`config.mk`:
```
export PLATFORM = sky130hd
export DESIGN_NAME = coef_fetch
export DESIGN_NICKNAME = d
export VERILOG_FILES = /design/src/rtl/coef_fetch.sv
export SDC_FILE = /design/constraint.sdc
export NUM_CORES = 1
export LEC_CHECK = 0
export ABC_AREA = 1
export CORE_UTILIZATION = 45
export DETAILED_ROUTE_END_ITERATION = 8
export PLACE_DENSITY = 0.77
export SYNTH_ARGS = -nofsm -noshare
export SYNTH_HDL_FRONTEND = slang
export SYNTH_SLANG_ARGS = --single-unit
```
`constraint.sdc`:
```
create_clock -name clk -period 4.7 [get_ports clk]
set_input_delay 0.705 -clock clk [delete_from_list [all_inputs] [get_ports clk]]
set_output_delay 0.705 -clock clk [all_outputs]
set_load 0.05 [all_outputs]
```
`src/rtl/coef_fetch.sv`:
```
// Coefficient ROM reader for the FIR datapath. It walks TAPS addresses from BASE, hides the ROM's
// one-cycle read latency, and streams {coef, coef_idx, coef_last} through a 2-entry skid buffer.
module coef_fetch #(
  parameter int unsigned N    = 8,
  parameter int unsigned AW   = 8,
  parameter int unsigned TAPS = 8,
  parameter int unsigned BASE = 0
) (
  input  logic          clk,
  input  logic          reset,
  input  logic          start,
  output logic [AW-1:0] rom_address,
  input  logic [N-1:0]  rom_data,
  output logic [N-1:0]  coef,
  output logic [AW-1:0] coef_idx,
  output logic          coef_valid,
  output logic          coef_last,
  input  logic          coef_ready,
  output logic          busy,
  output logic          done
);

  localparam int unsigned CntW = AW + 1;
  localparam logic [AW-1:0]   BaseAddr = AW'(BASE);
  localparam logic [CntW-1:0] NumTaps  = CntW'(TAPS);
  localparam logic [CntW-1:0] LastIss  = CntW'(TAPS - 1);
  localparam logic [AW-1:0]   LastIdx  = AW'(TAPS - 1);

  typedef enum logic [1:0] {StIdle, StFetch, StDrain, StDone} state_e;

  state_e          state_q;
  logic [CntW-1:0] issued_q;
  logic [AW-1:0]   addr_q;
  logic            busy_q, done_q;

  // Tag and tap index of the read whose data is on rom_data this cycle.
  logic            fl_q;
  logic [AW-1:0]   fl_idx_q;

  // Skid buffer: entry 0 is the head.
  logic [1:0]      cnt_q, cnt_d;
  logic [N-1:0]    d0_q, d0_d, d1_q, d1_d;
  logic [AW-1:0]   i0_q, i0_d, i1_q, i1_d;

  logic            pop, credit, issue, last_issue, last_pop;

  always_comb begin
    pop        = (cnt_q != 2'd0) && coef_ready;
    // Entries left after this pop plus the read landing this cycle must leave room for a new read.
    credit     = ((cnt_q - {1'b0, pop}) + {1'b0, fl_q}) < 2'd2;
    issue      = (state_q == StFetch) && (issued_q < NumTaps) && credit;
    last_issue = issue && (issued_q == LastIss);
    last_pop   = pop && (i0_q == LastIdx);
  end

  always_ff @(posedge clk) begin
    if (reset) begin
      state_q  <= StIdle;
      issued_q <= '0;
      addr_q   <= BaseAddr;
      busy_q   <= 1'b0;
      done_q   <= 1'b0;
      fl_q     <= 1'b0;
      fl_idx_q <= '0;
    end else begin
      fl_q   <= issue;
      done_q <= 1'b0;
      if (issue) begin
        fl_idx_q <= issued_q[AW-1:0];
      end
      unique case (state_q)
        StIdle: begin
          if (start) begin
            state_q  <= StFetch;
            issued_q <= '0;
            busy_q   <= 1'b1;
          end
        end
        StFetch: begin
          if (issue) begin
            issued_q <= issued_q + CntW'(1);
            if (last_issue) begin
              state_q <= StDrain;
            end else begin
              addr_q <= addr_q + AW'(1);
            end
          end
        end
        StDrain: begin
          if (last_pop) begin
            state_q <= StDone;
            busy_q  <= 1'b0;
            done_q  <= 1'b1;
            addr_q  <= BaseAddr;
          end
        end
        StDone: begin
          if (start) begin
            state_q  <= StFetch;
            issued_q <= '0;
            busy_q   <= 1'b1;
          end else begin
            state_q <= StIdle;
          end
        end
        default: state_q <= StIdle;
      endcase
    end
  end

  always_comb begin
    cnt_d = cnt_q;
    d0_d  = d0_q;
    d1_d  = d1_q;
    i0_d  = i0_q;
    i1_d  = i1_q;
    if (pop) begin
      cnt_d = cnt_q - 2'd1;
      if (cnt_q == 2'd2) begin
        d0_d = d1_q;
        i0_d = i1_q;
      end
    end
    if (fl_q) begin
      if (cnt_d == 2'd0) begin
        d0_d = rom_data;
        i0_d = fl_idx_q;
      end else begin
        d1_d = rom_data;
        i1_d = fl_idx_q;
      end
      cnt_d = cnt_d + 2'd1;
    end
  end

  always_ff @(posedge clk) begin
    if (reset) begin
      cnt_q <= 2'd0;
      d0_q  <= '0;
      d1_q  <= '0;
      i0_q  <= '0;
      i1_q  <= '0;
    end else begin
      cnt_q <= cnt_d;
      d0_q  <= d0_d;
      d1_q  <= d1_d;
      i0_q  <= i0_d;
      i1_q  <= i1_d;
    end
  end

  assign rom_address = addr_q;
  assign coef        = d0_q;
  assign coef_idx    = i0_q;
  assign coef_valid  = (cnt_q != 2'd0);
  assign coef_last   = coef_valid && (i0_q == LastIdx);
  assign busy        = busy_q;
  assign done        = done_q;

endmodule

```
==> impl_metrics.yaml <==
status:
  status: "finished, final reports clean"
clock_tree:
  cts_setup_buffers: 0
  cts_tree: "built"
  holdBufCountCts: 0
  cts.clk_slew.worst_paths_ns: 0.06
  clkLatencyLatePin_ns: 0.34
  cts_root_buffer: "clkbuf_8"
  cts.repair.resized: 0
  cts_sinks: 64
  clockBufferDepth: 2
  htree_levels: 3
  numCtsBuffers: 9
worst_setup_path:
  cp_max_fo: 4
  ff2ff_path_depth: 12
  required_ns: 3.99
  regToRegEndpoint: "coef_idx[6]"
  crit_arrival_ns: 2.25
  r2r_start: "cnt_q[1]"
  cp-start-kind: "flip-flop"
  crit_path_end_kind: "primary output"
  ff2ff_setup_slack_ns: 1.94
  critPathKind: "reg2out"
min_path:
  hold_path_depth: 2
  holdPathEnd: "issued_q[7]"
  hold_path.class: "reg2reg"
  min-delay-start: "issued_q[7]"
synth:
  synthCells: 403
  ys_warn_count: 0
  synth_top_area_frac: 0.433
  ys_top_cells_by_area: "dfxtp_1 43%, nor2_1 10%, nand2_1 6.2%, inv_1 6.1%, o21ai_0 5.8%"
  synth_cell_types: 30
  yosysSeqAreaShare: 0.433
  post_synth.cell_area_avg_um2: 7.34
  synth_largest_area_cell: "dfxtp_1"
  netlist_area_um2: 2960
  synth_fp_nets: 426
  ys_seq_elements: 64
global_route:
  grt_max_degree: 38
  grt_pass1_vias: 2622
  antenna_found_initial: 0
  grt_overflow: 0
  gr-usage-all-layers: 0.203
  grt_pass1_wl_mm: 11.4
layout:
  antenna_cells: 0
  design_area_um2: 3610
  area_delta_synth_final_pct: 22.1
  fillCellCount: 577
  drive_above_1_share: 0.0944
  fin_nets: 464
routing:
  drtPass1Iterations: 4
  routed_via_density: 5.04
  routedWlPerCell_um: 12.5
  drt_iter0_markers: 131
  wl_mm: 6.51
  vias: 2633
  postRouteAntennaNets: 0
  drc: 0
sta:
  rsz0062_at_grt: "false"
  tightest_slew_ns: 0.697
  maxSlewHeadroom: 0.535
  hold_viol: 0
  min_period_ns: 2.96
  maxSlewViolCount: 0
  tns_ns: 0
  max_freq_ghz: 0.338
  clock_skew_ns: 0.00997
  setup_viol: 0
  finalCritPeriodShare: 0.629
die:
  dieWidth_um: 83.1
  io_pins: 40
  start_util: 0.466
  num_rows: 29
  core_area_um2: 6350
  dieArea_um2: 6900
  die_h_um: 83.1
placed_design:
  portBuffers: 39
  detailed_place_hpwl_mm: 4.37
  placed_area_um2: 3390
  place_congestion: 0.820
job:
  maxCapViolCount: 0
pwr:
  peakVddDrop_v: 0.000326
  p_leak_nw: 1.65
  p_per_area_nw_per_um2: 549
how the worst max path moves through the flow:
stage                            from  slack (ns)          end
after floorplan           coef_idx[2]        1.93    coef_last
after global placement     coef_ready        1.57  coef_idx[0]
after detailed placement   coef_ready        1.49      coef[5]
after CTS                    cnt_q[1]        1.72    coef_last
after global routing       coef_ready        1.61  coef_idx[6]
final                        cnt_q[1]        1.74    coef_last
cells by family (layout without fill, tap and decap cells):
group	Yosys count	in the layout	share of synthesized area
and+or+nand+nor	178	178	0.257
AOI/OAI and AO/OA	69	69	0.121
buffers and inverters	67	109	0.0901
DFF	64	64	0.433
muxes	12	12	0.0457
adders and majority gates	11	11	0.0466
xor gates and xnor gates	2	2	0.00593
placed cells by master, fill, tap and decap left out, types with 2 or more instances in the layout:
| cell type | instances |
|---|---|
| mux2_2 | 12 |
| nand2_2 | 6 |
| ha_1 | 11 |
| nor3_1 | 13 |
| nor2_1 | 79 |
| inv_1 | 48 |
| inv_2 | 4 |
| nand2_1 | 49 |
| o211ai_1 | 2 |
| o21ai_1 | 4 |
| clkbuf_8 | 11 |
| o21ai_0 | 34 |
| clkdlybuf4s50_1 | 39 |
| buf_4 | 2 |
| a21oi_1 | 27 |
| nand3_1 | 22 |
| dfxtp_1 | 64 |
| nand4_1 | 2 |
| bufinv_16 | 2 |
state kept, by name, summed over array words and instances (netlist names), 2 cells and up:
signal       flops
issued_q         9
coef             8
coef_idx         8
d1_q             8
fl_idx_q         8
i1_q             8
rom_address      8
cnt_q            2
state_q          2
power by group:
part / switching, W / leakage, nW / internal, W
sequential: 0.0000679 / 0.519 / 0.000631
clock: 0.000202 / 0.112 / 0.000324
combinational: 0.000508 / 1.02 / 0.000248
total: 0.000778 / 1.65 / 0.00120
critical path, stage by stage (launching register included):
cell and delay [ns]:
dfxtp_1 0.39, inv_1 0.08, ha_1 0.19, inv_2 0.08, nand3_1 0.07, nor3_1 0.25, clkdlybuf4s50_1 0.86
routing by layer:
layer / share of wire / GRT usage
met1: 0.46 / 0.245
met2: 0.49 / 0.344
met3: 0.031 / 0.0378
met4: 0.022 / 0.105
met5: 0 / 0
stage by stage:
| step | total power [W] | util | hold WS [ns] | setup slack (ns) | cells |
|---|---|---|---|---|---|
| 2_1_floorplan | 0.00127 | - | 0.419 | 1.93 | 403 |
| 3_3_place_gp | 0.00144 | 0.534 | 0.429 | 1.57 | 507 |
| 3_5_place_dp | 0.00146 | 0.534 | 0.433 | 1.49 | 507 |
| 4_1_cts | 0.00199 | 0.569 | 0.444 | 1.72 | 522 |
| 5_1_grt | 0.00211 | 0.569 | 0.460 | 1.61 | 522 |
| 6_report | 0.00198 | 0.569 | 0.440 | 1.74 | 522 |
area by class of cell:
type,count,area [µm²],share of cell area
clock buffers,12,155,0.0430
clock inverters,3,65.1,0.0180
inverters,53,199,0.0551
multi-input cells,272,1410,0.390
flip-flops and latches,64,1280,0.355
well taps,77,96.3,0.0267
repair buffers,41,405,0.112
Yosys cell counts:
cell type / count
a21oi_1: 27
a311o_1: 1
buf_1: 2
buf_6: 2
clkbuf_1: 10
clkinv_1: 1
dfxtp_1: 64
ha_1: 11
inv_1: 48
inv_2: 4
mux2_2: 12
nand2_1: 49
nand2_2: 6
nand2_4: 1
nand3_1: 22
nand3b_1: 1
nand4_1: 2
nor2_1: 79
nor2_2: 1
nor3_1: 13
nor3_2: 1
nor3b_1: 1
o211ai_1: 2
o21ai_0: 34
o21ai_1: 4
o21bai_1: 1
or2_0: 1
or2_2: 1
xnor2_1: 1
xor2_1: 1
Power figures use the tool's default switching activity.
